[src/rtl/oam_dma_if.sv]
// Bus bundle for the OAM DMA engine: CPU register port, source read port and
// destination write port. The master modport is the DMA engine itself.
interface oam_dma_if #(
  parameter int p_ADDR_BITS = 16,
  parameter int p_DATA_BITS = 8
);
  logic [p_ADDR_BITS-1:0] reg_addr;
  logic                   reg_wen;
  logic [p_DATA_BITS-1:0] reg_wdata;
  logic [p_DATA_BITS-1:0] reg_rdata;
  logic [p_ADDR_BITS-1:0] src_addr;
  logic                   src_ren;
  logic [p_DATA_BITS-1:0] src_q;
  logic [p_ADDR_BITS-1:0] dst_addr;
  logic                   dst_wen;
  logic [p_DATA_BITS-1:0] dst_data;
  logic                   busy;

  // Handshake: reg_wen, src_ren and dst_wen are single-cycle strobes that
  // complete in the cycle they are high; there is no ready/backpressure.
  // src_q answers a src_ren exactly one cycle later.
  modport master (
    input  reg_addr, reg_wen, reg_wdata, src_q,
    output reg_rdata, src_addr, src_ren, dst_addr, dst_wen, dst_data, busy
  );

  modport slave (
    output reg_addr, reg_wen, reg_wdata, src_q,
    input  reg_rdata, src_addr, src_ren, dst_addr, dst_wen, dst_data, busy
  );
endinterface

[src/rtl/oam_dma.sv]
// Game Boy OAM DMA: copies p_XFER_LEN bytes from {page, 8'h00} to p_DST_BASE,
// one read per cycle with the matching write one cycle later.
module oam_dma #(
  parameter int p_ADDR_BITS = 16,
  parameter int p_DATA_BITS = 8,
  parameter int p_XFER_LEN  = 160,
  parameter int p_DST_BASE  = 'hFE00,
  parameter int p_REG_ADDR  = 'hFF46
) (
  input  logic       clk,
  input  logic       rst,
  oam_dma_if.master  bus,
  output logic [1:0] state_dbg
);

  typedef enum logic [1:0] {
    IDLE  = 2'd0,
    RUN   = 2'd1,
    DRAIN = 2'd2
  } state_t;

  localparam logic [7:0]             LAST_IDX = 8'(p_XFER_LEN - 1);
  localparam logic [p_ADDR_BITS-1:0] DST_BASE = p_ADDR_BITS'(p_DST_BASE);
  localparam logic [p_ADDR_BITS-1:0] REG_ADDR = p_ADDR_BITS'(p_REG_ADDR);

  state_t                 state_q, state_d;
  logic [7:0]             idx_q, idx_d;
  logic [p_DATA_BITS-1:0] page_q, page_d;
  logic                   src_ren_q, src_ren_d;
  logic [p_ADDR_BITS-1:0] src_addr_q, src_addr_d;
  logic                   dst_wen_q, dst_wen_d;
  logic [p_ADDR_BITS-1:0] dst_addr_q, dst_addr_d;
  logic                   busy_q, busy_d;
  logic                   trig;

  assign trig = bus.reg_wen && (bus.reg_addr == REG_ADDR);

  // idx_q always names the read currently on src_addr; the write stage is
  // loaded from it at the following edge.
  always_comb begin
    state_d    = state_q;
    idx_d      = idx_q;
    page_d     = page_q;
    src_ren_d  = 1'b0;
    src_addr_d = src_addr_q;
    dst_wen_d  = 1'b0;
    dst_addr_d = dst_addr_q;
    busy_d     = 1'b0;

    case (state_q)
      IDLE: ;
      RUN: begin
        dst_wen_d  = 1'b1;
        dst_addr_d = DST_BASE + p_ADDR_BITS'(idx_q);
        busy_d     = 1'b1;
        if (idx_q == LAST_IDX) begin
          state_d = DRAIN;
        end else begin
          idx_d      = idx_q + 8'd1;
          src_ren_d  = 1'b1;
          src_addr_d = p_ADDR_BITS'({page_q, idx_q + 8'd1});
        end
      end
      DRAIN: state_d = IDLE;
      default: state_d = IDLE;
    endcase

    // A retrigger restarts the read stage but leaves the write stage loaded
    // above, so the in-flight byte still lands at its old address.
    if (trig) begin
      state_d    = RUN;
      page_d     = bus.reg_wdata;
      idx_d      = 8'd0;
      src_ren_d  = 1'b1;
      src_addr_d = p_ADDR_BITS'({bus.reg_wdata, 8'h00});
      busy_d     = 1'b1;
    end
  end

  always_ff @(posedge clk) begin
    if (rst) begin
      state_q    <= IDLE;
      idx_q      <= '0;
      page_q     <= '0;
      src_ren_q  <= 1'b0;
      src_addr_q <= '0;
      dst_wen_q  <= 1'b0;
      dst_addr_q <= '0;
      busy_q     <= 1'b0;
    end else begin
      state_q    <= state_d;
      idx_q      <= idx_d;
      page_q     <= page_d;
      src_ren_q  <= src_ren_d;
      src_addr_q <= src_addr_d;
      dst_wen_q  <= dst_wen_d;
      dst_addr_q <= dst_addr_d;
      busy_q     <= busy_d;
    end
  end

  assign bus.reg_rdata = page_q;
  assign bus.src_ren   = src_ren_q;
  assign bus.src_addr  = src_addr_q;
  assign bus.dst_wen   = dst_wen_q;
  assign bus.dst_addr  = dst_addr_q;
  assign bus.dst_data  = bus.src_q;
  assign bus.busy      = busy_q;
  assign state_dbg     = state_q;

endmodule

[src/flat_wrapper.sv]
// flat-port wrapper written by rule: the top's interface ports become plain ports
module oam_dma_flat 
#(
  parameter int p_ADDR_BITS = 16,
  parameter int p_DATA_BITS = 8,
  parameter int p_XFER_LEN  = 160,
  parameter int p_DST_BASE  = 'hFE00,
  parameter int p_REG_ADDR  = 'hFF46
)
  (clk, rst, state_dbg, bus_reg_addr, bus_reg_wen, bus_reg_wdata, bus_src_q, bus_reg_rdata, bus_src_addr, bus_src_ren, bus_dst_addr, bus_dst_wen, bus_dst_data, bus_busy);
  oam_dma_if #(.p_ADDR_BITS(p_ADDR_BITS), .p_DATA_BITS(p_DATA_BITS)) bus_i ();
  input  logic clk;
  input  logic rst;
  output logic [1:0] state_dbg;
  input wire logic [$bits(bus_i.reg_addr)-1:0] bus_reg_addr;
  input wire logic [$bits(bus_i.reg_wen)-1:0] bus_reg_wen;
  input wire logic [$bits(bus_i.reg_wdata)-1:0] bus_reg_wdata;
  input wire logic [$bits(bus_i.src_q)-1:0] bus_src_q;
  output wire logic [$bits(bus_i.reg_rdata)-1:0] bus_reg_rdata;
  output wire logic [$bits(bus_i.src_addr)-1:0] bus_src_addr;
  output wire logic [$bits(bus_i.src_ren)-1:0] bus_src_ren;
  output wire logic [$bits(bus_i.dst_addr)-1:0] bus_dst_addr;
  output wire logic [$bits(bus_i.dst_wen)-1:0] bus_dst_wen;
  output wire logic [$bits(bus_i.dst_data)-1:0] bus_dst_data;
  output wire logic [$bits(bus_i.busy)-1:0] bus_busy;
  assign bus_i.reg_addr = bus_reg_addr;
  assign bus_i.reg_wen = bus_reg_wen;
  assign bus_i.reg_wdata = bus_reg_wdata;
  assign bus_i.src_q = bus_src_q;
  assign bus_reg_rdata = bus_i.reg_rdata;
  assign bus_src_addr = bus_i.src_addr;
  assign bus_src_ren = bus_i.src_ren;
  assign bus_dst_addr = bus_i.dst_addr;
  assign bus_dst_wen = bus_i.dst_wen;
  assign bus_dst_data = bus_i.dst_data;
  assign bus_busy = bus_i.busy;
  oam_dma #(.p_ADDR_BITS(p_ADDR_BITS), .p_DATA_BITS(p_DATA_BITS), .p_XFER_LEN(p_XFER_LEN), .p_DST_BASE(p_DST_BASE), .p_REG_ADDR(p_REG_ADDR)) u_core (.clk(clk), .rst(rst), .bus(bus_i), .state_dbg(state_dbg));
endmodule
[config.mk]
export PLATFORM = sky130hd
export DESIGN_NAME = oam_dma_flat
export DESIGN_NICKNAME = d
export VERILOG_FILES = /design/src/rtl/oam_dma_if.sv /design/src/rtl/oam_dma.sv /design/src/flat_wrapper.sv
export SDC_FILE = /design/constraint.sdc
export NUM_CORES = 1
export LEC_CHECK = 0
export CORE_ASPECT_RATIO = 1.75
export CORE_MARGIN = 1
export CORE_UTILIZATION = 40
export DETAILED_ROUTE_END_ITERATION = 16
export HOLD_SLACK_MARGIN = 0.08
export PLACE_DENSITY = 0.8
export SETUP_SLACK_MARGIN = 0.4
export SLEW_MARGIN = 20
export SYNTH_ARGS = -nofsm -noshare
export SYNTH_HDL_FRONTEND = slang
export SYNTH_SLANG_ARGS = --single-unit
[constraint.sdc]
create_clock -name clk -period 2.1 [get_ports clk]
set_input_delay 0.315 -clock clk [delete_from_list [all_inputs] [get_ports clk]]
set_output_delay 0.315 -clock clk [all_outputs]
set_load 0.02 [all_outputs]
* Word-level counts from Yosys, hierarchy flattened
Cells that the tools add are included.
** Word-level totals
- Register bits after elaboration :: 45
- Output and inout port bits :: 53
** Operators by class
- Add/subtract/negate cells :: 2
- Eq/ne operators :: 7
- Multiplexer cells :: 11
- Bitwise gates (word level) :: 2
- Reductions and logical operators :: 8
** Operators with widths (number)
- two-way mux 16 bit :: 3
- equality test 16 bit, second input constant :: 1
- adder 10 x 9 -> 11 bit, first input constant :: 1
- adder 8 x 1 -> 8 bit, second input constant :: 1
- equality test 8 bit, second input constant :: 1
- AND reduction 2 bit :: 4
- two-way mux 1 bit :: 6
- inequality test 2 x 1 -> 1 bit, second input constant :: 3
- case mux 2 bit (2 select lines) :: 1
- inequality test 3 x 1 -> 1 bit, second input constant :: 1
- equality test 2 x 1 -> 1 bit, second input constant :: 1
- zero test 2 bit :: 1
- two-way mux 2 bit :: 1
- NOT 1 bit :: 2
- nonzero test 2 bit :: 1
- OR reduction 2 bit :: 1
- logical AND 1 bit :: 1

* Logic depth before layout (Yosys ltp)
Gate-level depths: netlist (run 1).
- Word-level depth :: 4
- Depth in mapped cells :: 7

* Worst setup path before layout (run 1)
Ideal clock, no wire load.
- Path type :: input to register
- Start :: input bus_reg_addr[5]
- End :: register u_core.src_addr_q[11], in the netlist u_core.bus.src_addr[11]
- Arrival :: 1856 ps
- Required time :: 1979 ps
- Slack :: 124 ps
- Stages :: 6
- Path buffers :: 2
- Cells stage by stage :: or4b_4 -> or4_4 -> buf_6 -> buf_8 -> o31ai_4 -> a21oi_2
** Between the ends
- Longest elaborated chain between the ends :: 4
- Elaborated cells on any way between the ends :: 6
- Classes of those cells :: eq/ne: 2; mux: 1; reduce/logical: 3
** Ends and longest elaborated chain
- from (decl) :: RTL line flat_wrapper.sv:15 : input wire logic [$bits(bus_i.reg_addr)-1:0] bus_reg_addr;
- equality test 16 bit (*) :: RTL line oam_dma.sv:36 : assign trig = bus.reg_wen && (bus.reg_addr == REG_ADDR);
- logical AND 1 bit (*) :: RTL line oam_dma.sv:36
- inequality test 2 x 1 -> 1 bit (no line) or nonzero test 2 bit (tied branches)
- AND reduction 2 bit (no line)
- to (signal assigned) :: RTL line oam_dma.sv:95 : src_addr_q <= src_addr_d;
- to (decl) :: RTL line oam_dma.sv:30 : logic [p_ADDR_BITS-1:0] src_addr_q, src_addr_d;
Every way passes the cells marked *; elsewhere a longest branch is shown, timed or not.
A chain may end at the register's enable or synchronous reset.

* Worst setup path in the final report (run 1)
- Start :: input bus_reg_addr[7]
- End :: register u_core.src_addr_q[8], in the netlist u_core.bus.src_addr[8]
Same word-level chain as after synthesis.

==> impl_metrics.env, run 1 <==
export IMPL_outcome="finished, final reports clean"
export IMPL_worst_setup_path_end_kind="flop"
export IMPL_worst_pin_slew_ns=0.5718
export IMPL_yosys_register_bits=38
export IMPL_gr_usage_met2_pct=37.88
export IMPL_gr_usage_met1_pct=19.21
export IMPL_dp_hpwl_mm=3.160
export IMPL_drt_first_pass_iters=4
export IMPL_clock_sinks=38
export IMPL_final_common_cell="clkdlybuf4s50_1"
export IMPL_start_util_pct=41.88
export IMPL_path_class="input pin to flop"
export IMPL_synth_xor_area_share_pct=3.024
export IMPL_numCtsBuffers=5
export IMPL_hold_path_class="flop to flop"
export IMPL_relSlewSlack_pct=61.84
export IMPL_ys_seq_area_share_pct=43.77
export IMPL_cp_required_ns=2.28
export IMPL_rsz0062_at_grt="true"
export IMPL_dieWidth_microns=51.83
export IMPL_die_area_sq_um=4623
export IMPL_grt_usage_pct=20.31
export IMPL_fmax_mhz=591.9
export IMPL_cts_tree="built"
export IMPL_synth_top_family_by_area="compound AO/OA/AOI/OAI gates"
export IMPL_final_cell_mix="clkdlybuf4s50_1 (50), dfxtp_1 (36), a21oi_1 (25), nand2_1 (19)"
export IMPL_tns_ns=0
export IMPL_synth_area_sq_um=1738
export IMPL_clockRootBuffer="clkbuf_8"
export IMPL_drive_above_1_share_pct=19.01
export IMPL_fin_hold_ws_ns=0.4559
export IMPL_synthAdderAreaFrac_pct=0.7199
export IMPL_maxCapViolCount=0
export IMPL_netlist_cell_type_count=38
export IMPL_placedCellCount=299
export IMPL_max_stage_delay_ns=0.60
export IMPL_fp_dieH_microns=89.20
export IMPL_rows=31
export IMPL_instances_no_fill=312
export IMPL_viasPerCell=5.292
export IMPL_drt_iter0_drc=49
export IMPL_diodes=0
export IMPL_finalHoldViolations=0
export IMPL_ant_nets=0
export IMPL_overflow=0
export IMPL_synth_nets=227
export IMPL_syn_inst=191
export IMPL_insertion_delay_ns=0.29
export IMPL_irDropWorstVdd_mv=0.4911
export IMPL_nNetsFinal=298
export IMPL_clk_pin_slew_ns=0.08
export IMPL_synthToLayoutAreaGrowth_pct=56.66
export IMPL_grt_pass1_wl_mm=6.955
export IMPL_slew_viol_final=0
export IMPL_min_period_ns=1.690
export IMPL_skew_ns=0.005420
export IMPL_synth_compound_gate_area_share_pct=19.15
export IMPL_setup_viol=0
export IMPL_io_pins=88
export IMPL_gp_congestion=0.7963
export IMPL_critical_path_arrival_ns=1.87
export IMPL_power_density_nw_per_um2=580.2
export IMPL_synth_edff_count=0
export IMPL_htreeDepth=2
export IMPL_routed_wirelength_mm=4.587
export IMPL_grt_pass1_vias=1601
export IMPL_port_buffers=70
export IMPL_n_fill_cell=341
export IMPL_coreArea_sq_um=4150
export IMPL_p_leak_uw=0.001201
export IMPL_worstPathCellList="buf_6, or4b_4, or4_4, o31ai_1, a21oi_1"
export IMPL_ctsHoldBuffers=0
export IMPL_busiest_layer="met2"
export IMPL_drc=0
export IMPL_antenna_found_initial=0
export IMPL_avgSynthCellArea_sq_um=9.099
export IMPL_synth_top_flop_cell="dfxtp_1"
export IMPL_synthSimpleGateAreaFrac_pct=17.42
export IMPL_routedWlPerCell_microns=14.70
export IMPL_async_flop_share_pct=0
export IMPL_synth_mux_area_share_pct=5.184
export IMPL_yosys_warnings=0
export IMPL_finalCritPeriodShare_pct=80.46
export IMPL_startpoint_type="input pin"
export IMPL_clockBufferDepth=2
export IMPL_num_vias=1651
export IMPL_crit_fanout=4
export IMPL_slowest_stage="or4_4"
export IMPL_grt_util_met3_pct=5.102
export IMPL_grt_max_degree=22
[timing repair]
item                                    4_1_cts  5_1_grt
setup buffers                                 0        1
gates cloned                                  3        1
endpoints found under the setup margin       29       40
resized for setup                            21       23
pin swaps                                     9        8
[area by class of cell]
| type | instances | area [sq um] | share of cell area (%) |
|---|---|---|---|
| Inverter | 2 | 7.507 | 0.2757 |
| Sequential cell | 38 | 763.2 | 28.03 |
| Clock buffer | 6 | 82.58 | 3.033 |
| Clock inverter | 2 | 60.06 | 2.206 |
| Multi-Input combinational cell | 129 | 887.1 | 32.58 |
| Timing Repair Buffer | 86 | 860.8 | 31.62 |
| Tap cell | 49 | 61.31 | 2.252 |
[critical path, delay by kind of cell]
family	cells	cell delay [ns]
AO/OA/AOI/OAI	2	0.32
buffers and inverters	1	0.09
AND/OR/NAND/NOR	2	1.15
[power by group]
| group | internal [uW] | switching (uW) |
|---|---|---|
| Sequential | 720 | 0.00385 |
| Combinational | 55.0 | 43.7 |
| Clock | 507 | 255 |
[flip-flops by register name (all words and copies together), names as in the netlist]
| signal | flops |
|---|---|
| u_core.bus.dst_addr | 9 |
| u_core.bus.reg_rdata | 8 |
| u_core.bus.src_addr | 8 |
| u_core.idx_q | 8 |
| u_core.state_dbg | 2 |
| u_core.bus.busy | 1 |
| u_core.bus.dst_wen | 1 |
| u_core.bus.src_ren | 1 |
[cells by family after synthesis]
| kind of cell | after synthesis |
|---|---|
| AO/OA/AOI/OAI | 51 |
| XOR/XNOR | 6 |
| adder cells (fa/ha/maj) | 1 |
| buffers and inverters | 28 |
| flip-flops | 38 |
| multiplexers | 9 |
| other | 1 |
| AND/OR/NAND/NOR | 57 |
[worst paths after layout]
kind                                from                endpoint  slack (ns)  cells past startpoint
setup / recovery         bus_reg_addr[7]  u_core.bus.src_addr[8]        0.41                      5
hold / removal    u_core.bus.dst_addr[0]  u_core.bus.dst_addr[0]        0.46                      2
setup reg to reg         u_core.idx_q[0]         u_core.idx_q[5]        0.45                      5
hold reg to reg   u_core.bus.dst_addr[0]  u_core.bus.dst_addr[0]        0.46                      2
[cells in the mapped netlist, types with 2 or more instances]
master    number  area [sq um]
nand3_1       11         55.05
inv_1          2         7.510
mux2i_1        9         90.09
buf_2          2         10.01
o31ai_4        2         42.54
xnor2_1        6         52.55
a211oi_1       2         15.01
dfxtp_1       38         760.7
nand2_1       19         71.32
a21oi_2        2         17.52
clkbuf_1       7         26.28
a21oi_1       27         135.1
nor3b_1        2         15.01
buf_4         15         112.6
o21ai_1        8         40.04
nor2_1        11         41.29
nand4_1        2         12.51
o31ai_1        6         45.04
[metal layers]
| layer | routed length (microns) | vias up |
|---|---|---|
| li1 | - | 809 |
| met3 | 291 | 8 |
| met2 | 2665 | 74 |
| met1 | 1552 | 760 |
| met4 | 76 | 0 |
| met5 | 0 | - |
[metrics by stage]
step	utilization, %	total power [uW]	setup WS, ns	cell area (sq um)
detailed placement	58.73	832.0	-0.3405	2437
floorplan	-	789.9	0.1250	1738
finish	65.60	1580	0.4104	2723
CTS	63.28	1586	0.3881	2626
global placement	58.73	830.6	-0.2845	2437
global route	65.60	1637	0.3916	2723
No activity file was read; power rests on OpenSTA's default activity.
==> run 2, diff against run 1 <==
CORE_UTILIZATION = 36   (was 40)
PLACE_DENSITY = 0.76   (was 0.8)
clock period = 1.5 ns   (was 2.1 ns; I/O delays follow)
==> run 2 against run 1 <==
The run now ends with setup timing left. Routed wire length rose by 3.6%. Register-to-register slack got worse by 0.43 ns. Clock skew up 0.0028 ns. Utilization is 7.5 points lower. Sequential power increased by 39%. Total power increased by 14%.
==> impl_metrics.env, run 2 (synthesis gave the netlist of run 1 again) <==
export IMPL_outcome="complete, but fails checks"
export IMPL_violations="setup timing"
export IMPL_num_vias=1730
export IMPL_hold_path_class="input pin to output port"
export IMPL_min_period_ns=1.541
export IMPL_viasPerCell=5.307
export IMPL_ff2ff_path_depth=6
export IMPL_coreArea_sq_um=4666
export IMPL_htreeDepth=2
export IMPL_maxCapViolCount=0
export IMPL_skew_ns=0.008248
export IMPL_numCtsBuffers=5
export IMPL_cts_tree="built"
export IMPL_grt_usage_pct=19.61
export IMPL_gp_congestion=0.7687
export IMPL_final_cell_mix="buf_4 (27), buf_2 (26), dfxtp_1 (25), a21oi_1 (21), buf_6 (21)"
export IMPL_rsz0062_at_grt="true"
export IMPL_dieWidth_microns=54.52
export IMPL_worstPathCellList="buf_6, or4b_4, or4_4, o31ai_4, a21oi_1"
export IMPL_drc=0
export IMPL_drive_above_1_share_pct=48.54
export IMPL_die_area_sq_um=5120
export IMPL_path_buf_inv=1
export IMPL_start_util_pct=37.25
export IMPL_routed_wirelength_mm=4.751
export IMPL_rows=33
export IMPL_worst_setup_path_end_kind="flop"
export IMPL_irDropWorstVdd_mv=0.4312
export IMPL_crit_end="u_core.bus.src_addr[10]"
export IMPL_path_class="input pin to flop"
export IMPL_largest_reg_flops=9
export IMPL_clockRootBuffer="clkbuf_8"
export IMPL_setup_viol=5
export IMPL_p_total_uw=1800
export IMPL_clockBufferDepth=2
export IMPL_cp_required_ns=1.68
export IMPL_io_pins=88
export IMPL_grt_max_degree=22
export IMPL_cp_depth=5
export IMPL_clk_pin_slew_ns=0.07
export IMPL_power_density_nw_per_um2=663.4
export IMPL_grt_pass1_vias=1663
export IMPL_r2r_start="u_core.idx_q[0]"
export IMPL_synthToLayoutAreaGrowth_pct=56.08
export IMPL_diodes=0
export IMPL_reg2reg_to="u_core.bus.src_addr[14]"
export IMPL_nNetsFinal=310
export IMPL_max_stage_delay_ns=0.55
export IMPL_ant_nets=0
export IMPL_finalCritPeriodShare_pct=102.7
export IMPL_antenna_found_initial=0
export IMPL_fin_util_pct=58.14
export IMPL_p_leak_uw=0.001118
export IMPL_fin_hold_ws_ns=0.4500
export IMPL_drt_iter0_drc=26
export IMPL_insertion_delay_ns=0.29
export IMPL_worst_pin_slew_ns=0.6880
export IMPL_crit_fanout=4
export IMPL_fp_dieH_microns=93.92
export IMPL_fmax_mhz=648.9
export IMPL_startpoint_type="input pin"
export IMPL_finalHoldViolations=0
export IMPL_cp_startpoint="bus_reg_addr[4]"
export IMPL_routedWlPerCell_microns=14.57
export IMPL_relSlewSlack_pct=54.08
export IMPL_fin_ws_ns=-0.04104
export IMPL_placed_area_sq_um=2547
export IMPL_rrSetupSlack_ns=0.02
export IMPL_drt_first_pass_iters=4
export IMPL_overflow=0
export IMPL_crit_family="simple AND/OR/NAND/NOR gates"
export IMPL_slew_viol_final=0
export IMPL_dp_hpwl_mm=3.160
export IMPL_stdcell_area_sq_um=2713
export IMPL_port_buffers=70
export IMPL_slowest_stage="or4b_4"
export IMPL_critical_path_arrival_ns=1.72
export IMPL_grt_pass1_wl_mm=7.314
export IMPL_clock_sinks=38
export IMPL_final_common_cell="buf_4"
[run 2: changes by cell type in the layout (fill, tap and decap cells not counted), moves of 4 or more]
cell             change
buf_6               +20
a21oi_1              -4
buf_2               +24
dfxtp_1             -11
dlymetal6s2s_1      -15
clkdlybuf4s50_1     -38
a21oi_2              +5
dlygate4sd2_1        +9
dfxtp_2              +8
o21ai_1              -8
o21ai_2              +8
buf_4               +12
[run 2: routing by layer]
| metal | global-route usage, % | vias up | part of all wire [%] |
|---|---|---|---|
| li1 | - | 835 | - |
| met1 | 18.44 | 808 | 33 |
| met2 | 37.09 | 76 | 58 |
| met3 | 4.854 | 11 | 5.9 |
| met4 | 8.120 | 0 | 2.8 |
| met5 | 0 | - | 0 |
[run 2: how the worst min path moves through the flow]
stage                      startpoint                endpoint  slack (ns)  cells after the start
2_1_floorplan                     rst      u_core.bus.src_ren        0.29                      1
3_3_place_gp   u_core.bus.dst_addr[7]  u_core.bus.dst_addr[7]        0.44                      2
3_5_place_dp             bus_src_q[3]         bus_dst_data[3]        0.45                      0
4_1_cts                  bus_src_q[3]         bus_dst_data[3]        0.45                      0
5_1_grt                  bus_src_q[2]         bus_dst_data[2]        0.45                      0
6_report                 bus_src_q[2]         bus_dst_data[2]        0.45                      0
[run 2: per-stage QoR]
step	worst slack (ns)	TNS, ns	instances
floorplan	-0.3850	-8.437	191
global placement	-0.7915	-19.81	312
detailed placement	-0.8573	-21.20	312
CTS	-0.02694	-0.05637	324
global route	-0.05218	-0.3821	326
finish	-0.04104	-0.1039	326
[run 2: timing repair]
| item | in CTS | in global routing |
|---|---|---|
| resized for setup | 245 | 36 |
| hold buffers | 0 | 0 |
| setup endpoints to repair | 72 | 49 |
| pin swaps | 18 | 4 |
| cloned | 3 | 1 |
| setup buffers | 2 | 1 |
[run 2: layout make-up]
type	instances	area [sq um]
clock buffer	7	76.32
fill	433	1953
inverter	2	7.507
multi-input combinational	128	960.9
sequential	38	784.5
tap	52	65.06
timing repair buffer	99	818.3
[run 2: where the power goes]
group	switching [uW]	leakage, uW	internal, uW
combinational	68.8	0.000766	72.9
clock	335	0.0000383	320
sequential	0.00571	0.000313	1000
total	404	0.00112	1400
==> run 3, diff against run 2 <==
MAX_ROUTING_LAYER = met4   (was default)
==> run 3 against run 2 <==
The run still ends with setup timing left. Cell area stayed put. Clock-buffer cell count unchanged. Via count shrank 0.17%. Routed wire length down 0.21%. Die area unchanged. Worst hold slack is the same. Largest power group unchanged.
==> impl_metrics.env, run 3 (synthesis gave the netlist of run 1 again) <==
export IMPL_port_buffers=70
export IMPL_rows=33
export IMPL_numCtsBuffers=5
export IMPL_die_area_sq_um=5120
export IMPL_antenna_found_initial=0
export IMPL_worst_setup_path_end_kind="flop"
export IMPL_largest_reg_flops=9
export IMPL_setup_viol=8
export IMPL_irDropWorstVdd_mv=0.4270
export IMPL_max_stage_delay_ns=0.55
export IMPL_routedWlPerCell_microns=14.54
export IMPL_cts_tree="built"
export IMPL_routed_wirelength_mm=4.741
export IMPL_critical_path_arrival_ns=1.73
export IMPL_min_period_ns=1.545
export IMPL_nNetsFinal=310
export IMPL_worst_pin_slew_ns=0.6869
export IMPL_num_vias=1727
export IMPL_slew_viol_final=0
export IMPL_worstPathCellList="buf_6, or4b_4, or4_4, o31ai_4, a21oi_1"
export IMPL_finalHoldViolations=0
export IMPL_power_density_nw_per_um2=662.5
export IMPL_gp_congestion=0.7791
export IMPL_start_util_pct=37.25
export IMPL_clock_sinks=38
export IMPL_relSlewSlack_pct=54.16
export IMPL_dieWidth_microns=54.52
export IMPL_cp_required_ns=1.68
export IMPL_viasPerCell=5.298
export IMPL_fin_ws_ns=-0.04526
export IMPL_clockBufferDepth=2
export IMPL_p_leak_uw=0.001118
export IMPL_outcome="complete, but fails checks"
export IMPL_rrSetupSlack_ns=0.02
export IMPL_skew_ns=0.008143
export IMPL_diodes=0
export IMPL_final_cell_mix="buf_4 (27), buf_2 (26), dfxtp_1 (25), a21oi_1 (21), buf_6 (21)"
export IMPL_drc=0
export IMPL_drt_first_pass_iters=4
export IMPL_final_common_cell="buf_4"
export IMPL_grt_pass1_vias=1665
export IMPL_tns_ns=-0.1280
export IMPL_path_class="input pin to flop"
export IMPL_grt_usage_pct=20.11
export IMPL_insertion_delay_ns=0.29
export IMPL_fmax_mhz=647.1
export IMPL_synthToLayoutAreaGrowth_pct=56.08
export IMPL_htreeDepth=2
export IMPL_finalCritPeriodShare_pct=103.0
export IMPL_violations="setup timing"
export IMPL_io_pins=88
export IMPL_rsz0062_at_grt="true"
export IMPL_fp_dieH_microns=93.92
export IMPL_clk_pin_slew_ns=0.07
export IMPL_grt_max_degree=22
export IMPL_coreArea_sq_um=4666
export IMPL_pre_cts_ws_ns=-0.8573
export IMPL_ant_nets=0
export IMPL_overflow=0
export IMPL_n_fill_cell=433
export IMPL_hold_path_class="input pin to output port"
export IMPL_drive_above_1_share_pct=48.54
export IMPL_grt_pass1_wl_mm=7.320
export IMPL_maxCapViolCount=0
export IMPL_dp_hpwl_mm=3.160
export IMPL_slowest_stage="or4b_4"
export IMPL_drt_iter0_drc=26
export IMPL_startpoint_type="input pin"
export IMPL_crit_fanout=4
export IMPL_clockRootBuffer="clkbuf_8"
run 3: cell counts in the layout (fill, tap and decap cells not counted):
Identical to the previous run, type by type.
run 3: layout make-up:
cell class	count	area (sq um)	share of cell area, %
multi-input combinational	128	960.9	35.42
timing repair buffer	99	818.3	30.17
sequential	38	784.5	28.92
clock buffer	7	76.32	2.814
tap	52	65.06	2.399
inverter	2	7.507	0.2768
run 3: timing repair:
item,4_1_cts,5_1_grt
pin swaps,18,4
resized for setup,245,36
hold buffers,0,0
buffers inserted,2,1
setup endpoints to repair,72,49
endpoints found under the hold margin,0,0
cloned,3,1
run 3: path summary, 6_finish.rpt:
kind / depth (start not counted) / end / from
min: 0 / bus_dst_data[2] / bus_src_q[2]
max: 5 / u_core.bus.src_addr[10] / bus_reg_addr[4]
max reg2reg: 6 / u_core.bus.src_addr[14] / u_core.idx_q[0]
min reg2reg: 2 / u_core.bus.dst_addr[5] / u_core.bus.dst_addr[5]
run 3: report_power, final:
| part | internal [uW] | switching [uW] |
|---|---|---|
| Sequential | 1000 | 0.00566 |
| Clock | 320 | 333 |
| Combinational | 72.9 | 68.6 |
| Total | 1400 | 402 |
run 3: worst max-delay path, delay by kind of cell:
family / cells / cell delay, ns
AOI/OAI and AO/OA: 2 / 0.34
buffers and inverters: 1 / 0.09
and+or+nand+nor: 2 / 1.08
run 3: routing by layer:
metal	vias to the layer above	share of wire [%]	GRT usage (%)	wire (microns)
met4	0	2.9	8.120	138
met5	-	0	-	0
met1	806	34	18.74	1599
met2	78	57	37.09	2724
li1	832	-	-	-
met3	11	5.9	4.369	278
run 3: through the flow:
stage | cell area (sq um) | std cells | power (uW) | hold slack, ns | util [%]
2_1_floorplan | 1764 | 191 | 1106 | 0.2874 | -
3_3_place_gp | 2547 | 312 | 1163 | 0.4416 | 54.60
3_5_place_dp | 2547 | 312 | 1167 | 0.4501 | 54.60
4_1_cts | 2608 | 324 | 1812 | 0.4501 | 55.89
5_1_grt | 2713 | 326 | 1880 | 0.4500 | 58.14
6_report | 2713 | 326 | 1797 | 0.4500 | 58.14
